## src/rtl/restador_serial.sv

```systemverilog
// Digit-serial subtractor: diff = a - b - bin, one 4-bit digit per clock, LSB first.
// Operands are shifted right each RUN cycle; result digits enter the accumulator from the top.
module restador_serial #(
  parameter int unsigned WIDTH = 8
) (
  input  logic             clk,
  input  logic             rst,
  input  logic [WIDTH-1:0] rs_a,
  input  logic [WIDTH-1:0] rs_b,
  input  logic             rs_bin,
  input  logic             rs_in_valid,
  output logic             rs_in_ready,
  output logic [WIDTH-1:0] rs_diff,
  output logic             rs_bout,
  output logic             rs_ovf,
  output logic             rs_zero,
  output logic             rs_out_valid,
  input  logic             rs_out_ready
);

  localparam int unsigned NDIG = WIDTH / 4;
  localparam int unsigned CW   = $clog2(NDIG) + 1;

  localparam logic [1:0] IDLE = 2'd0;
  localparam logic [1:0] RUN  = 2'd1;
  localparam logic [1:0] DONE = 2'd2;

  logic [1:0]       r_state;
  logic [1:0]       w_state_nx;
  logic             w_accept;
  logic             w_last;
  logic [CW-1:0]    r_cnt;
  logic [WIDTH-1:0] r_a;
  logic [WIDTH-1:0] r_b;
  logic             r_brw;
  logic             r_a_msb;
  logic             r_b_msb;
  logic [WIDTH-1:0] r_acc;
  logic [4:0]       w_sub;
  logic [WIDTH-1:0] w_full;
  logic             r_in_ready;
  logic             r_out_valid;
  logic [WIDTH-1:0] r_diff;
  logic             r_bout;
  logic             r_ovf;
  logic             r_zero;

  // Current digit difference; bit 4 is the borrow into the next digit.
  assign w_sub  = {1'b0, r_a[3:0]} - {1'b0, r_b[3:0]} - 5'(r_brw);
  assign w_full = (r_acc >> 4) | (WIDTH'(w_sub[3:0]) << (WIDTH - 4));
  assign w_last = (r_cnt == CW'(NDIG - 1));

  // Next-state logic.
  always_comb begin
    w_state_nx = r_state;
    w_accept   = 1'b0;
    case (r_state)
      IDLE: begin
        if (rs_in_valid && r_in_ready) begin
          w_state_nx = RUN;
          w_accept   = 1'b1;
        end
      end
      RUN:     if (w_last) w_state_nx = DONE;
      DONE:    if (rs_out_ready) w_state_nx = IDLE;
      default: w_state_nx = IDLE;
    endcase
  end

  // State register with handshake flags decoded from the next state.
  always_ff @(posedge clk) begin
    if (rst) begin
      r_state     <= IDLE;
      r_in_ready  <= 1'b1;
      r_out_valid <= 1'b0;
    end else begin
      r_state     <= w_state_nx;
      r_in_ready  <= (w_state_nx == IDLE);
      r_out_valid <= (w_state_nx == DONE);
    end
  end

  // Operand capture, digit iteration and result registers.
  always_ff @(posedge clk) begin
    if (rst) begin
      r_cnt   <= '0;
      r_a     <= '0;
      r_b     <= '0;
      r_brw   <= 1'b0;
      r_a_msb <= 1'b0;
      r_b_msb <= 1'b0;
      r_acc   <= '0;
      r_diff  <= '0;
      r_bout  <= 1'b0;
      r_ovf   <= 1'b0;
      r_zero  <= 1'b0;
    end else if (w_accept) begin
      r_cnt   <= '0;
      r_a     <= rs_a;
      r_b     <= rs_b;
      r_brw   <= rs_bin;
      r_a_msb <= rs_a[WIDTH-1];
      r_b_msb <= rs_b[WIDTH-1];
      r_acc   <= '0;
    end else if (r_state == RUN) begin
      r_a   <= r_a >> 4;
      r_b   <= r_b >> 4;
      r_brw <= w_sub[4];
      r_acc <= w_full;
      if (w_last) begin
        r_diff <= w_full;
        r_bout <= w_sub[4];
        r_ovf  <= (r_a_msb != r_b_msb) && (w_full[WIDTH-1] != r_a_msb);
        r_zero <= (w_full == '0);
      end else begin
        r_cnt <= r_cnt + CW'(1);
      end
    end
  end

  assign rs_in_ready  = r_in_ready;
  assign rs_out_valid = r_out_valid;
  assign rs_diff      = r_diff;
  assign rs_bout      = r_bout;
  assign rs_ovf       = r_ovf;
  assign rs_zero      = r_zero;

endmodule

```

## config.mk

```make
export PLATFORM = sky130hd
export DESIGN_NAME = restador_serial
export DESIGN_NICKNAME = d
export VERILOG_FILES = /design/src/rtl/restador_serial.sv
export SDC_FILE = /design/constraint.sdc
export NUM_CORES = 1
export LEC_CHECK = 0
export ABC_AREA = 1
export CELL_PAD_IN_SITES_DETAIL_PLACEMENT = 1
export CELL_PAD_IN_SITES_GLOBAL_PLACEMENT = 1
export CORE_ASPECT_RATIO = 0.5
export CORE_UTILIZATION = 33
export DETAILED_ROUTE_END_ITERATION = 8
export PLACE_DENSITY = 0.78
export SLEW_MARGIN = 20
export SYNTH_ARGS = -nofsm -noshare
export SYNTH_HDL_FRONTEND = slang
export SYNTH_SLANG_ARGS = --single-unit
```

## constraint.sdc

```tcl
create_clock -name clk -period 1.7 [get_ports clk]
set_input_delay 0.425 -clock clk [delete_from_list [all_inputs] [get_ports clk]]
set_output_delay 0.425 -clock clk [all_outputs]
set_load 0.05 [all_outputs]
```

==> impl_summary.md <==
Run status
The flow ran to the end, but the final reports show violations. The checks that failed: negative setup slack.

Clock tree
The number of CTS-inserted buffers is 5. TritonCTS built the clock tree. The insertion delay of the later-clocked pin in the worst-skew pair is approximately 0.30 ns. After clock tree synthesis, the clock-pin slew on the worst setup and hold paths is about 0.080 ns. The buffer cell driving the clock tree root is sky130_fd_sc_hd__clkbuf_8. The maximum buffer depth of the clock tree is 2. For this design, the sink count on the clock tree is 40. The total number of H-tree levels is 2.

Global routing
Entering global routing, the biggest net connects 18 pins. Summed over all layers, the global routing overflow is 0. For this run, the total global-route usage over all layers was measured as 0.182.

The global-route wire length before repair is 7.77 mm. The via count of the first global-routing pass is around 1700. The number of antenna violations at the first check in global routing is 0.

Floorplanning
In this run the horizontal extent of the chip is 106 µm. In this run the count of I/O pins placed on the die edge is 34. The die covers between 5000 and 6000 µm². For this configuration, the core starts out at a cell density of 0.352. In this run the standard cell core region covers just over 5000 µm². The row count is 18. The die span in y is approximately 54 µm.

Synth
The post-synth design cell area is 1780 µm². Synthesis produced a netlist whose cell count is 232. The biggest area consumer among synthesized cells is sky130_fd_sc_hd__dfxtp_1. The number of nets produced by synthesis is 262. The synthesis-stage register bit count is 40. The number of different library cells used by synthesis comes to 28. The fraction of post-synthesis cell area in the top cell type by area is 0.451. During synthesis, Yosys emitted a total of 0 warnings. Averaged over all synthesized cells, the footprint is roughly 7.7 µm². The share of synthesized area occupied by flip-flops and latches is 0.451. Sorting the synthesized cells by area gives the leading types as sky130_fd_sc_hd__dfxtp_1 45%, sky130_fd_sc_hd__nand2_1 14%, sky130_fd_sc_hd__a21oi_1 6.5%.

Cells and area
The number of antenna repair diodes is 0. At the end of the flow, the number of nets in the layout was a little over 300. Once layout is complete, the utilization of the core stands at 0.493. Compared with the post-synthesis result, the final layout area differs by 39.9%. Excluding fillers, the count of instances in the completed layout stands at around 350. The ratio of cells with drive above 1 in the final layout is 0.266.

Power and ir drop
Cell internal power was estimated by the tool at around 1.8 mW. The portion of total power attributed to sequential cells is 0.397. The peak supply drop is just under 400 µV. The share of power burned in the clock network is 0.292. The leakage power is between 1 and 1.5 nW.

Power comes to about 2.7 mW. The total power density per cell area is 1080 nW/µm². The switching fraction of total power is 0.330. Summed over all nets, the switching power comes to between 0.8 and 0.9 mW.

Of the total power, combinational logic draws 0.311.

Timing
Setup violations remaining at the end of the flow were counted as 9. The relative slew slack is 0.738. Of the available clock period, the critical path in the final layout requires 1.11. For the pin with the worst max-slew slack, the measured transition is 0.392 ns. The worst clock skew on the final layout is roughly 0.0033 ns. The number of endpoints with negative hold slack in the final report was 0. The maximum clock frequency is ~530 MHz.

The max-slew violation total from the final report is 0. The post-route minimum period is between 1.5 and 2 ns. Setup slack on the critical path of the routed design comes to -0.195 ns. Setup repair after global routing could not meet its margin everywhere.

Critical path
STA classifies the critical path endpoint as a flop. The startpoint of the worst setup timing path is r_b[0]. For the worst setup path, the data arrival time is 2.09 ns.

The number of cells traversed by the worst register-to-register path is 11. The cell at the slowest stage of the critical path is sky130_fd_sc_hd__fa_2. The required time at the worst-slack endpoint is between 1.5 and 2 ns. The largest single stage delay on the critical path is between 0.4 and 0.5 ns. The worst register-to-register path ends at rs_bout. The setup slack of the worst register-to-register path is -0.20 ns. The worst setup path is launched from a flop. The worst register-to-register path begins at r_b[0].

The biggest fanout along the worst timing path is 2. The critical path goes through inv_2 -> fa_2 -> fa_2 -> inv_2 -> nand2_2 -> nand2_2 -> nand2_1 -> nand2_1 -> nand3_2 -> o211ai_1 -> inv_1. The critical path start-end classification is reg -> reg. In this run the worst setup path terminates at rs_bout.

Placement
The count of buffers added on input and output ports is 33. At the placement stage, the worst setup path has a slack of -0.166 ns. Detailed placement ended at an HPWL of 3.43 mm. The placed instance count is 337. The weighted congestion reported at the end of routability-driven placement is ~0.73.

Route
The detail route stage leaves a number of antenna-violating nets equal to 0. The iteration count of the initial detailed-routing pass is 4. The DRC violation count after routing is 0. Dividing the detail-routed via count by the number of cells gives 4.68. The total wirelength of the detailed-routed design is 4.91 mm. The first routing iteration left 39 violations. The routed wirelength normalized by instance count is around 14 µm.

The total via count after detailed routing is around 1600.

Run
Max-cap violations in this run came to 0.

Worst hold path
The path category of the worst min-delay check is reg -> reg.
## how the worst min path moves through the flow
stage | slack (ns) | depth (start not counted) | to | from
after floorplan | 0.43 | 2 | r_cnt[1] | r_cnt[1]
after global placement | 0.45 | 2 | r_cnt[1] | r_cnt[1]
after detailed placement | 0.45 | 2 | r_cnt[1] | r_cnt[1]
after CTS | 0.47 | 2 | r_cnt[1] | r_cnt[1]
after global routing | 0.49 | 2 | r_cnt[1] | r_cnt[1]
final | 0.47 | 2 | r_cnt[1] | r_cnt[1]
## cell type report
class	instances	area, µm²
clock buffers	6	72.6
inverters	33	124
well taps	70	87.6
clock inverters	2	35.0
multi-input cells	151	921
repair buffers	46	440
flip-flops and latches	40	805
fillers	618	2560
## stage by stage
stage	cell area [µm²]	TNS, ns	hold WS (ns)
final	2480	-0.895	0.467
after global routing	2480	-1.70	0.486
after CTS	2420	-0.591	0.465
after detailed placement	2240	-2.59	0.454
after global placement	2240	-1.46	0.450
after floorplan	1790	-0.00119	0.433
## state kept, by name, indices dropped and copies added (netlist names)
| signal | cells |
|---|---|
| r_cnt | 2 |
| rs_ovf | 1 |
| r_a_msb | 1 |
| r_a | 8 |
| r_b_msb | 1 |
| rs_bout | 1 |
| r_acc | 4 |
| r_state | 2 |
| rs_in_ready | 1 |
| rs_diff | 8 |
| rs_zero | 1 |
| r_b | 8 |
| rs_out_valid | 1 |
| r_brw | 1 |
## power by group through the flow
stage	clock network (mW)	logic, mW	registers, mW
after floorplan	0	0.427	1.10
after global placement	0	0.670	1.07
after detailed placement	0	0.701	1.08
after CTS	0.799	0.763	1.06
after global routing	0.834	0.923	1.07
final	0.783	0.833	1.06
## cell usage after synthesis
cell type / count
sky130_fd_sc_hd__nor2_1: 11
sky130_fd_sc_hd__nor2_2: 1
sky130_fd_sc_hd__nor2_4: 1
sky130_fd_sc_hd__a31oi_1: 6
sky130_fd_sc_hd__inv_2: 3
sky130_fd_sc_hd__ha_1: 7
sky130_fd_sc_hd__clkbuf_1: 3
sky130_fd_sc_hd__o31ai_1: 2
sky130_fd_sc_hd__inv_1: 30
sky130_fd_sc_hd__buf_2: 2
sky130_fd_sc_hd__o21a_1: 1
sky130_fd_sc_hd__dfxtp_1: 40
sky130_fd_sc_hd__nand2_1: 64
sky130_fd_sc_hd__nand3b_1: 1
sky130_fd_sc_hd__a21oi_1: 23
sky130_fd_sc_hd__fa_1: 2
sky130_fd_sc_hd__nor3_2: 1
sky130_fd_sc_hd__buf_6: 1
sky130_fd_sc_hd__o211ai_1: 3
sky130_fd_sc_hd__nand2_4: 1
sky130_fd_sc_hd__or2_4: 1
sky130_fd_sc_hd__xor2_1: 1
sky130_fd_sc_hd__o21ai_0: 11
sky130_fd_sc_hd__a21oi_2: 1
sky130_fd_sc_hd__or2_2: 1
sky130_fd_sc_hd__nand3_1: 11
sky130_fd_sc_hd__buf_4: 2
sky130_fd_sc_hd__xnor2_1: 1
## worst max-delay path: cells and delay by family (launching register included)
family	cells	cell delay, ns
AO/OA/AOI/OAI	1	0.09
buffers and inverters	3	0.16
adder cells (fa/ha/maj)	2	0.83
AND/OR/NAND/NOR	5	0.37
flip-flops	1	0.34
## layout by cell type (no fill, tap or decap), drive strengths merged
master,n
xor2,1
dfxtp,40
nand3,11
nand3b,1
bufinv,1
nand2,65
nor2,13
o211ai,3
clkdlybuf4s50,20
inv,33
o31ai,2
o21a,1
a31oi,6
or2,2
a21oi,24
clkinv,1
fa,2
clkbuf,6
nor3,1
ha,7
buf,26
o21ai,11
xnor2,1
## per-layer routing
layer  up-vias  part of all wire  wire [µm]  track usage
li1        829                 -          -            -
met1       764              0.46       2270        0.221
met2        26              0.49       2420        0.332
met3        10             0.028        139       0.0351
met4         0             0.018         89       0.0694
met5         -                 0          0            0
## logic make-up after synthesis
group                      synth area share
and+or+nand+nor                       0.224
AOI/OAI and AO/OA                     0.147
buffers and inverters                0.0965
DFF                                   0.451
adders and majority gates            0.0718
xor gates and xnor gates            0.00986
## what timing repair did
item                       4_1_cts  5_1_grt
hold buffers                     0        0
setup buffers                    2        1
gates resized for setup         17       16
setup endpoints to repair       12       15
pin swaps                        6        9
cloned                           0        0
Power figures use the tool's default switching activity.
